===== src/rtl/pr_reset_pkg.sv =====
// Shared types and default timing for the PR sector reset sequencer.
// The per-sector FSM state encoding and the parameter range check live here.
package pr_reset_pkg;

  typedef enum logic [1:0] {
    IDLE       = 2'd0,
    FREEZE_PRE = 2'd1,
    RESET_HOLD = 2'd2,
    RELEASE    = 2'd3
  } sector_state_t;

  localparam int DEF_NUM_SECTORS = 8;
  localparam int DEF_FREEZE_LEAD = 4;
  localparam int DEF_MIN_RESET   = 16;
  localparam int DEF_RELEASE_LAG = 4;
  localparam int DEF_CNT_W       = 8;

  // A cycle count is loaded as value-1, so it must be at least 1 and fit the counter.
  function automatic bit cycle_param_ok(input int value, input int width);
    return (value >= 1) && (value < (1 << width));
  endfunction

endpackage


===== src/rtl/pr_sector_reset_fsm.sv =====
// One PR sector: freeze -> reset (min width, held while requested) -> release lag -> ready.
// Outputs are registered decodes of the current state, one cycle behind it; req is never stalled.
module pr_sector_reset_fsm
  import pr_reset_pkg::*;
#(
  parameter int FREEZE_LEAD = DEF_FREEZE_LEAD,
  parameter int MIN_RESET   = DEF_MIN_RESET,
  parameter int RELEASE_LAG = DEF_RELEASE_LAG,
  parameter int CNT_W       = DEF_CNT_W
) (
  input  logic clock,
  input  logic reset,
  input  logic req,
  output logic freeze,
  output logic rst_out,
  output logic ready,
  output logic active
);

  sector_state_t    state_q, state_d;
  logic [CNT_W-1:0] cnt_q, cnt_d;

  always_ff @(posedge clock) begin
    if (reset) begin
      state_q <= IDLE;
      cnt_q   <= '0;
      freeze  <= 1'b0;
      rst_out <= 1'b0;
      ready   <= 1'b0;
    end else begin
      state_q <= state_d;
      cnt_q   <= cnt_d;
      freeze  <= (state_q != IDLE);
      rst_out <= (state_q == RESET_HOLD);
      ready   <= (state_q == IDLE);
    end
  end

  always_comb begin
    state_d = state_q;
    cnt_d   = cnt_q;
    case (state_q)
      IDLE: begin
        if (req) begin
          state_d = FREEZE_PRE;
          cnt_d   = CNT_W'(FREEZE_LEAD - 1);
        end
      end
      FREEZE_PRE: begin
        // A request that drops here still gets the full minimum reset pulse.
        if (cnt_q == '0) begin
          state_d = RESET_HOLD;
          cnt_d   = CNT_W'(MIN_RESET - 1);
        end else begin
          cnt_d = cnt_q - 1'b1;
        end
      end
      RESET_HOLD: begin
        if (cnt_q == '0) begin
          if (!req) begin
            state_d = RELEASE;
            cnt_d   = CNT_W'(RELEASE_LAG - 1);
          end
        end else begin
          cnt_d = cnt_q - 1'b1;
        end
      end
      RELEASE: begin
        // A fresh request re-enters reset without ever dropping freeze.
        if (req) begin
          state_d = RESET_HOLD;
          cnt_d   = CNT_W'(MIN_RESET - 1);
        end else if (cnt_q == '0) begin
          state_d = IDLE;
        end else begin
          cnt_d = cnt_q - 1'b1;
        end
      end
      default: begin
        state_d = IDLE;
        cnt_d   = '0;
      end
    endcase
  end

  assign active = (state_q != IDLE);

endmodule


===== src/rtl/pr_sector_reset_sequencer.sv =====
// Sequences freeze/reset/release for each PR sector from same-clock reset_source levels.
// Freeze rises 2 edges after reset_source is sampled high; no backpressure, each sector independent.
module pr_sector_reset_sequencer
  import pr_reset_pkg::*;
#(
  parameter int NUM_SECTORS = DEF_NUM_SECTORS,
  parameter int FREEZE_LEAD = DEF_FREEZE_LEAD,
  parameter int MIN_RESET   = DEF_MIN_RESET,
  parameter int RELEASE_LAG = DEF_RELEASE_LAG,
  parameter int CNT_W       = DEF_CNT_W
) (
  input  logic                   clock,
  input  logic                   reset,
  input  logic [NUM_SECTORS-1:0] reset_source,
  output logic [NUM_SECTORS-1:0] sector_freeze,
  output logic [NUM_SECTORS-1:0] sector_reset,
  output logic [NUM_SECTORS-1:0] sector_ready,
  output logic                   busy
);

  if (!(cycle_param_ok(FREEZE_LEAD, CNT_W) && cycle_param_ok(MIN_RESET, CNT_W) &&
        cycle_param_ok(RELEASE_LAG, CNT_W))) begin : g_param_check
    $error("pr_sector_reset_sequencer: cycle parameter must be >= 1 and < 2**CNT_W");
  end

  logic [NUM_SECTORS-1:0] req_q;
  logic [NUM_SECTORS-1:0] active;

  always_ff @(posedge clock) begin
    if (reset) begin
      req_q <= '0;
      busy  <= 1'b0;
    end else begin
      req_q <= reset_source;
      busy  <= |active;
    end
  end

  for (genvar i = 0; i < NUM_SECTORS; i++) begin : g_sector
    pr_sector_reset_fsm #(
      .FREEZE_LEAD(FREEZE_LEAD),
      .MIN_RESET  (MIN_RESET),
      .RELEASE_LAG(RELEASE_LAG),
      .CNT_W      (CNT_W)
    ) u_fsm (
      .clock  (clock),
      .reset  (reset),
      .req    (req_q[i]),
      .freeze (sector_freeze[i]),
      .rst_out(sector_reset[i]),
      .ready  (sector_ready[i]),
      .active (active[i])
    );
  end

endmodule

===== config.mk =====
export PLATFORM = sky130hd
export DESIGN_NAME = pr_sector_reset_sequencer
export DESIGN_NICKNAME = d
export VERILOG_FILES = /design/src/rtl/pr_reset_pkg.sv /design/src/rtl/pr_sector_reset_fsm.sv /design/src/rtl/pr_sector_reset_sequencer.sv
export SDC_FILE = /design/constraint.sdc
export NUM_CORES = 1
export LEC_CHECK = 0
export ABC_AREA = 1
export CORE_UTILIZATION = 40
export CTS_CLUSTER_DIAMETER = 30
export DETAILED_ROUTE_END_ITERATION = 10
export SETUP_SLACK_MARGIN = 0.05
export SYNTH_ARGS = -nofsm -noshare
export SYNTH_HDL_FRONTEND = slang
export SYNTH_SLANG_ARGS = --single-unit

===== constraint.sdc =====
create_clock -name clock -period 1.5 [get_ports clock]
set_clock_uncertainty 0.15 [all_clocks]
set_input_delay 0.375 -clock clock [delete_from_list [all_inputs] [get_ports clock]]
set_output_delay 0.375 -clock clock [all_outputs]
set_load 0.005 [all_outputs]

==> results of run 1 <==
synthesized netlist by cell type:
| cell type | number |
|---|---|
| a21oi_2 | 4 |
| nor3_1 | 20 |
| xnor2_1 | 1 |
| nand4_1 | 8 |
| nor2_1 | 133 |
| nor2_2 | 12 |
| o21ai_2 | 1 |
| nand2_1 | 272 |
| ha_1 | 8 |
| o21bai_4 | 1 |
| o21ai_1 | 2 |
| a21oi_1 | 51 |
| clkbuf_1 | 6 |
| nand2_8 | 1 |
| nor4_1 | 3 |
| or2_4 | 1 |
| nand2_4 | 1 |
| nand2_2 | 15 |
| buf_1 | 2 |
| nand3_1 | 72 |
| nand3_2 | 2 |
| nand3b_1 | 2 |
| o21ai_0 | 48 |
| o21bai_1 | 5 |
| o21ai_4 | 1 |
| buf_2 | 2 |
| a31oi_1 | 1 |
| a21oi_4 | 3 |
| xor2_1 | 10 |
| dfxtp_1 | 113 |
| nor2_4 | 3 |
| inv_1 | 131 |
| o211ai_1 | 2 |
| buf_4 | 26 |
| inv_2 | 12 |
| inv_6 | 1 |
power groups by stage:
stage	registers (uW)	logic [uW]	clock network, uW
floorplan	4700	7660	0
global placement	4750	11800	0
detailed placement	4760	11900	0
CTS	4790	13900	4780
global route	5060	18600	4930
finish	4930	17000	4710
state kept, by name, indices dropped and copies added, names as in the netlist:
register,count
g_sector.u_fsm.cnt_q,64
g_sector.u_fsm.ready,8
g_sector.u_fsm.freeze,8
busy,1
g_sector.u_fsm.rst_out,8
g_sector.u_fsm.state_q,16
req_q,8
cell families (layout without fill, tap and decap cells):
kind of cell | Yosys count | in the layout
fa+ha+maj | 8 | 8
compound gates | 119 | 119
flops | 113 | 113
buf+inv | 180 | 384
simple gates | 545 | 545
xor+xnor | 11 | 11
cell type report:
| cell class | count | area [sq um] |
|---|---|---|
| fillers | 1266 | 5286 |
| multi-input cells | 683 | 4452 |
| flip-flops and latches | 113 | 2328 |
| repair buffers | 207 | 1669 |
| inverters | 144 | 560.5 |
| clock buffers | 22 | 484.2 |
| well taps | 211 | 264.0 |
| clock inverters | 10 | 202.7 |
| repair inverters | 1 | 11.26 |
worst paths after layout:
kind,slack (ps),endpoint,start
setup reg to reg,-90,g_sector[4].u_fsm.cnt_q[1],g_sector[4].u_fsm.cnt_q[0]
hold / removal,190,g_sector[3].u_fsm.cnt_q[1],reset
hold reg to reg,310,g_sector[3].u_fsm.rst_out,g_sector[3].u_fsm.state_q[0]
setup / recovery,-90,g_sector[4].u_fsm.cnt_q[1],g_sector[4].u_fsm.cnt_q[0]
metal layers:
| metal | track usage (%) | routed length (microns) | vias to the layer above |
|---|---|---|---|
| li1 | - | - | 3419 |
| met1 | 24.44 | 7471 | 3050 |
| met2 | 38.14 | 9350 | 119 |
| met3 | 4.941 | 535 | 25 |
| met4 | 6.863 | 264 | 0 |
| met5 | 0 | 0 | - |
tightest hold or removal path: cells and delay by family:
family | cells | cell delay [ps]
AOI/OAI and AO/OA | 1 | 30
buffers and inverters | 2 | 310
timing repair:
action | 4_1_cts | 5_1_grt
setup buffers | 18 | 19
resized for setup | 254 | 228
pin swaps | 74 | 103
endpoints found under the setup margin | 102 | 83
cloned | 0 | 2
through the flow:
step	TNS, ps	hold WS [ps]	setup slack (ps)	utilization [%]
6_report	-1497	191.8	-92.58	65.35
5_1_grt	-6026	191.0	-185.2	65.35
4_1_cts	-342.6	197.0	-39.44	59.23
3_5_place_dp	-1379	318.6	-73.46	51.33
3_3_place_gp	-692.3	305.7	-63.71	51.33
2_1_floorplan	0	292.3	28.52	-
==> run metrics, run 1 <==
leading cell type in the layout, fill and taps excluded nand2_1; CP top delay family simple AND/OR/NAND/NOR gates; maxcap violations 0; WP data required 1660 ps; register area share after synthesis 36.15%; Hold Buf Count CTS 0; Lkg Pwr 0.004746 uW; fin crit period 1593 ps; largest family of logic cells by synthesized area simple AND/OR/NAND/NOR gates; Root Buffer clkbuf_16; Final setup viols 36; Pre-antenna DRT Iters 5; Mapped Cells 976; Die Ht 127.1 microns; CTS sink cnt 113; 1st-iter DRT viols 301; crit path kind reg2reg; CP max FO 8; H-tree level count 4; RSZ-0062 raised after global routing yes; Max Clock Freq 627.9 MHz; Synth Area in XOR/XNOR 1.539%; largest net degree at the start of global routing 35; GRT Overall Usage 21.08%; crit path launch type flop; number of I/O pins 35; slew of the pin with the lowest slew margin 333.2 ps; Core Box Area 15260 sq um; Max stage delay cell, worst path dfxtp_2; Ys Warns 0; post-synthesis mux area share 0%; Routed WL 17620 microns; grt ovf 0; post-DR wirelength/cell 12.67 microns; switch share 43.36%; Area contributors post-synth dfxtp_1 (36%), nand2_1 (16%), nor2_1 (8.0%); clock-pin slew on the worst setup and hold paths 60 ps; Die ar. 16150 sq um; Adder-Cell Fraction of Synth Area 1.599%; Sequential Power Share 18.5%; Reg2Reg Depth 10; Clock Tree Buf Depth 2; # rows 45; hold path cells 3; Clk pwr share 17.7%; Final ANT Viol Nets 0; crit share post-route 106.2%; Syn Area/Cell 6.412 sq um; number of global-route vias before repair 6199; Crit path depth 10; Via-to-Cell Ratio 4.754; CP max stage delay 320 ps; Chip Width 127.1 microns; Yosys cell types 36; Slew Limit Fails 0; area grow syn2layout 59.34%; IO Port Bufs 34; Non-Filler Instances 1391; layout cells sized above 1 47.97%; share of the synthesized area in the top cell type 36.15%; Final Hold Vio Count 0; Ant. Diodes 0; CTS tree yes; Mapped Nets 994; NetSw 11550 uW; Initial Util 41.02%; Hold Crit Class in2reg; commonest non-fill, non-tap cells in the layout nand2_1 (191), buf_4 (142), inv_1 (105), nor2_1 (88), dfxtp_1 (72); vias post-DR 6613; number of buffers and inverters on the critical path 3; CTS Buf Count 17; Placer Congestion 0.8360; Worst Setup End Kind flop; worst IR drop on VDD 1.306 mV; number of instances in the placed design 1321; Gate power share 63.8%; failing checks negative setup slack; cell-internal power 15090 uW; #FFs+latches synth 113; Crit path arrival time 1750 ps; nets 1185; post-synth top area cell dfxtp_1; status finished, violations left; PwrDens 2671 nW/um^2; Clk Latency, worst-skew pair 430 ps; worst setup margin -92.58 ps; max_slew headroom 77.67%; mapped cell area 6259 sq um; initial antenna violation count 0; first-pass GRT wire length 27480 microns; crit path cell chain inv_2 -> ha_4 -> nand3_4 -> nor2_4 -> nand2_4 -> nand2_8 -> buf_12 -> inv_8 -> o21ai_2 -> nor2_1; Final Instance Area 9972 sq um; simple-gate share of the synthesized area 37.19%; Post-DP Area 7833 sq um; Total Power 26640 uW; DRC 0; detailed placer's ending HPWL 10540 microns; post-synthesis compound-gate area fraction 11.06%
Power figures use the tool's default switching activity.
==> inputs of run 2 (changes only) <==
- CORE_MARGIN: unset -> 2
- REMOVE_ABC_BUFFERS: unset -> 1
==> run metrics, run 2 (synthesis results as in run 1) <==
commonest non-fill, non-tap cells in the layout nand2_1 (193), buf_4 (145), inv_1 (108), nor2_1 (88), dfxtp_1 (75); Seq. cell area 2322 sq um; Routed WL 17230 microns; Initial Util 41.02%; CP max FO 5; Final Instance Area 9816 sq um; Max stage delay cell, worst path dfxtp_2; Placer Congestion 0.8649; Slew Limit Fails 0; Largest Register g_sector.u_fsm.cnt_q; Final Hold Vio Count 0; worst IR drop on VDD 1.157 mV; crit path kind reg2reg; Via-to-Cell Ratio 4.772; Worst Setup End Kind flop; NetSw 11410 uW; hold wc startpoint reset; Pre-antenna DRT Iters 8; failing checks negative setup slack; CTS sink cnt 113; clock-pin slew on the worst setup and hold paths 50 ps; first-pass GRT wire length 26740 microns; layout cells sized above 1 47.37%; Hold Crit Class in2reg; largest net degree at the start of global routing 33; CTS Buf Count 17; Hold Buf Count CTS 0; switch share 44.37%; CTS tree yes; Non-Filler Instances 1389; initial antenna violation count 0; slew of the pin with the lowest slew margin 277.8 ps; DRC 0; fill cell count 1248; crit path from g_sector[6].u_fsm.cnt_q[0]; Clk pwr share 15.4%; Worst path most repeated cell nand2_4; area grow syn2layout 56.84%; leading cell type in the layout, fill and taps excluded nand2_1; Setup TNS Final -1188 ps; number of global-route vias before repair 6102; fin crit period 1617 ps; Clk Latency, worst-skew pair 420 ps; vias post-DR 6628; Gate power share 65.4%; Ant. Diodes 0; Crit path arrival time 1770 ps; PwrDens 2619 nW/um^2; nets 1184; utilization after layout 64.33%; crit share post-route 107.8%; # rows 45; top flop regs g_sector.u_fsm.cnt_q (64), g_sector.u_fsm.state_q (16); max_slew headroom 81.28%; GRT Overall Usage 19.81%; detailed placer's ending HPWL 10480 microns; IO Port Bufs 34; maxcap violations 0; Core Box Area 15260 sq um; Max Clock Freq 618.5 MHz; Final ANT Viol Nets 0; Sequential Power Share 19.2%; status finished, violations left; Die Ht 129.1 microns; Chip Width 129.1 microns; Lkg Pwr 0.004649 uW; number of I/O pins 35; Reg-to-Reg Start g_sector[6].u_fsm.cnt_q[0]; post-DR wirelength/cell 12.41 microns; H-tree level count 4; CP max stage delay 320 ps; max FFs per register 64; number of instances in the placed design 1329; Root Buffer clkbuf_16; Final setup viols 34; WP data required 1650 ps; Clock Tree Buf Depth 2; Post-DP Area 7754 sq um; Die ar. 16660 sq um; RSZ-0062 raised after global routing yes; crit path launch type flop; crit path cell chain inv_2 -> ha_4 -> nand2_4 -> nor2_4 -> nand2_4 -> inv_8 -> nor2_4 -> nor2_2 -> nand2_2 -> nand2_4 -> a21oi_2; worst hold slack 268.0 ps; 1st-iter DRT viols 294; worst setup margin -116.7 ps; grt ovf 0; area of the multi-input gates 4433 sq um; cell-internal power 14300 uW
## run 2: final timing paths
kind	end	slack (ps)	cells after the start
min	g_sector[3].u_fsm.cnt_q[1]	270	3
min reg2reg	g_sector[3].u_fsm.rst_out	310	1
max	g_sector[6].u_fsm.cnt_q[4]	-120	11
max reg2reg	g_sector[6].u_fsm.cnt_q[4]	-120	11
## run 2: layout make-up
class / instances / share of cell area [%]
multi-input cells: 684 / 45.16
flip-flops and latches: 113 / 23.66
repair inverters: 1 / 0.06373
clock buffers: 27 / 5.532
well taps: 211 / 2.690
clock inverters: 4 / 0.4589
inverters: 144 / 5.685
repair buffers: 205 / 16.75
## run 2: per-layer routing
layer / wire (microns) / GRT usage (%) / share of wire, %
met4: 311 / 6.330 / 1.8
met2: 8869 / 34.98 / 51
met5: 0 / 0 / 0
met3: 520 / 4.831 / 3.0
met1: 7533 / 23.73 / 44
## run 2: per-stage QoR
| stage | total power, uW | worst slack [ps] |
|---|---|---|
| after CTS | 22980 | -58.66 |
| after floorplan | 11690 | -123.3 |
| after detailed placement | 16270 | -234.0 |
| final | 25710 | -116.7 |
| after global routing | 27640 | -172.2 |
| after global placement | 16260 | -156.9 |
## run 2: critical path, delay by kind of cell (launching register included)
family | cells | cell delay (ps)
compound gates | 1 | 30
buf+inv | 2 | 180
simple gates | 7 | 670
flops | 1 | 320
fa+ha+maj | 1 | 150
## run 2: what timing repair did
action	in CTS	in global routing
pin swaps	93	100
cloned	2	0
gates resized for setup	315	197
setup buffers	18	12
setup endpoints to repair	104	84
## run 2: power groups by stage
stage	clock network (uW)	logic [uW]	registers, uW
after floorplan	0	6970	4730
after global placement	0	11500	4720
after detailed placement	0	11500	4730
after CTS	4050	14100	4800
after global routing	4180	18400	5060
final	3960	16800	4930
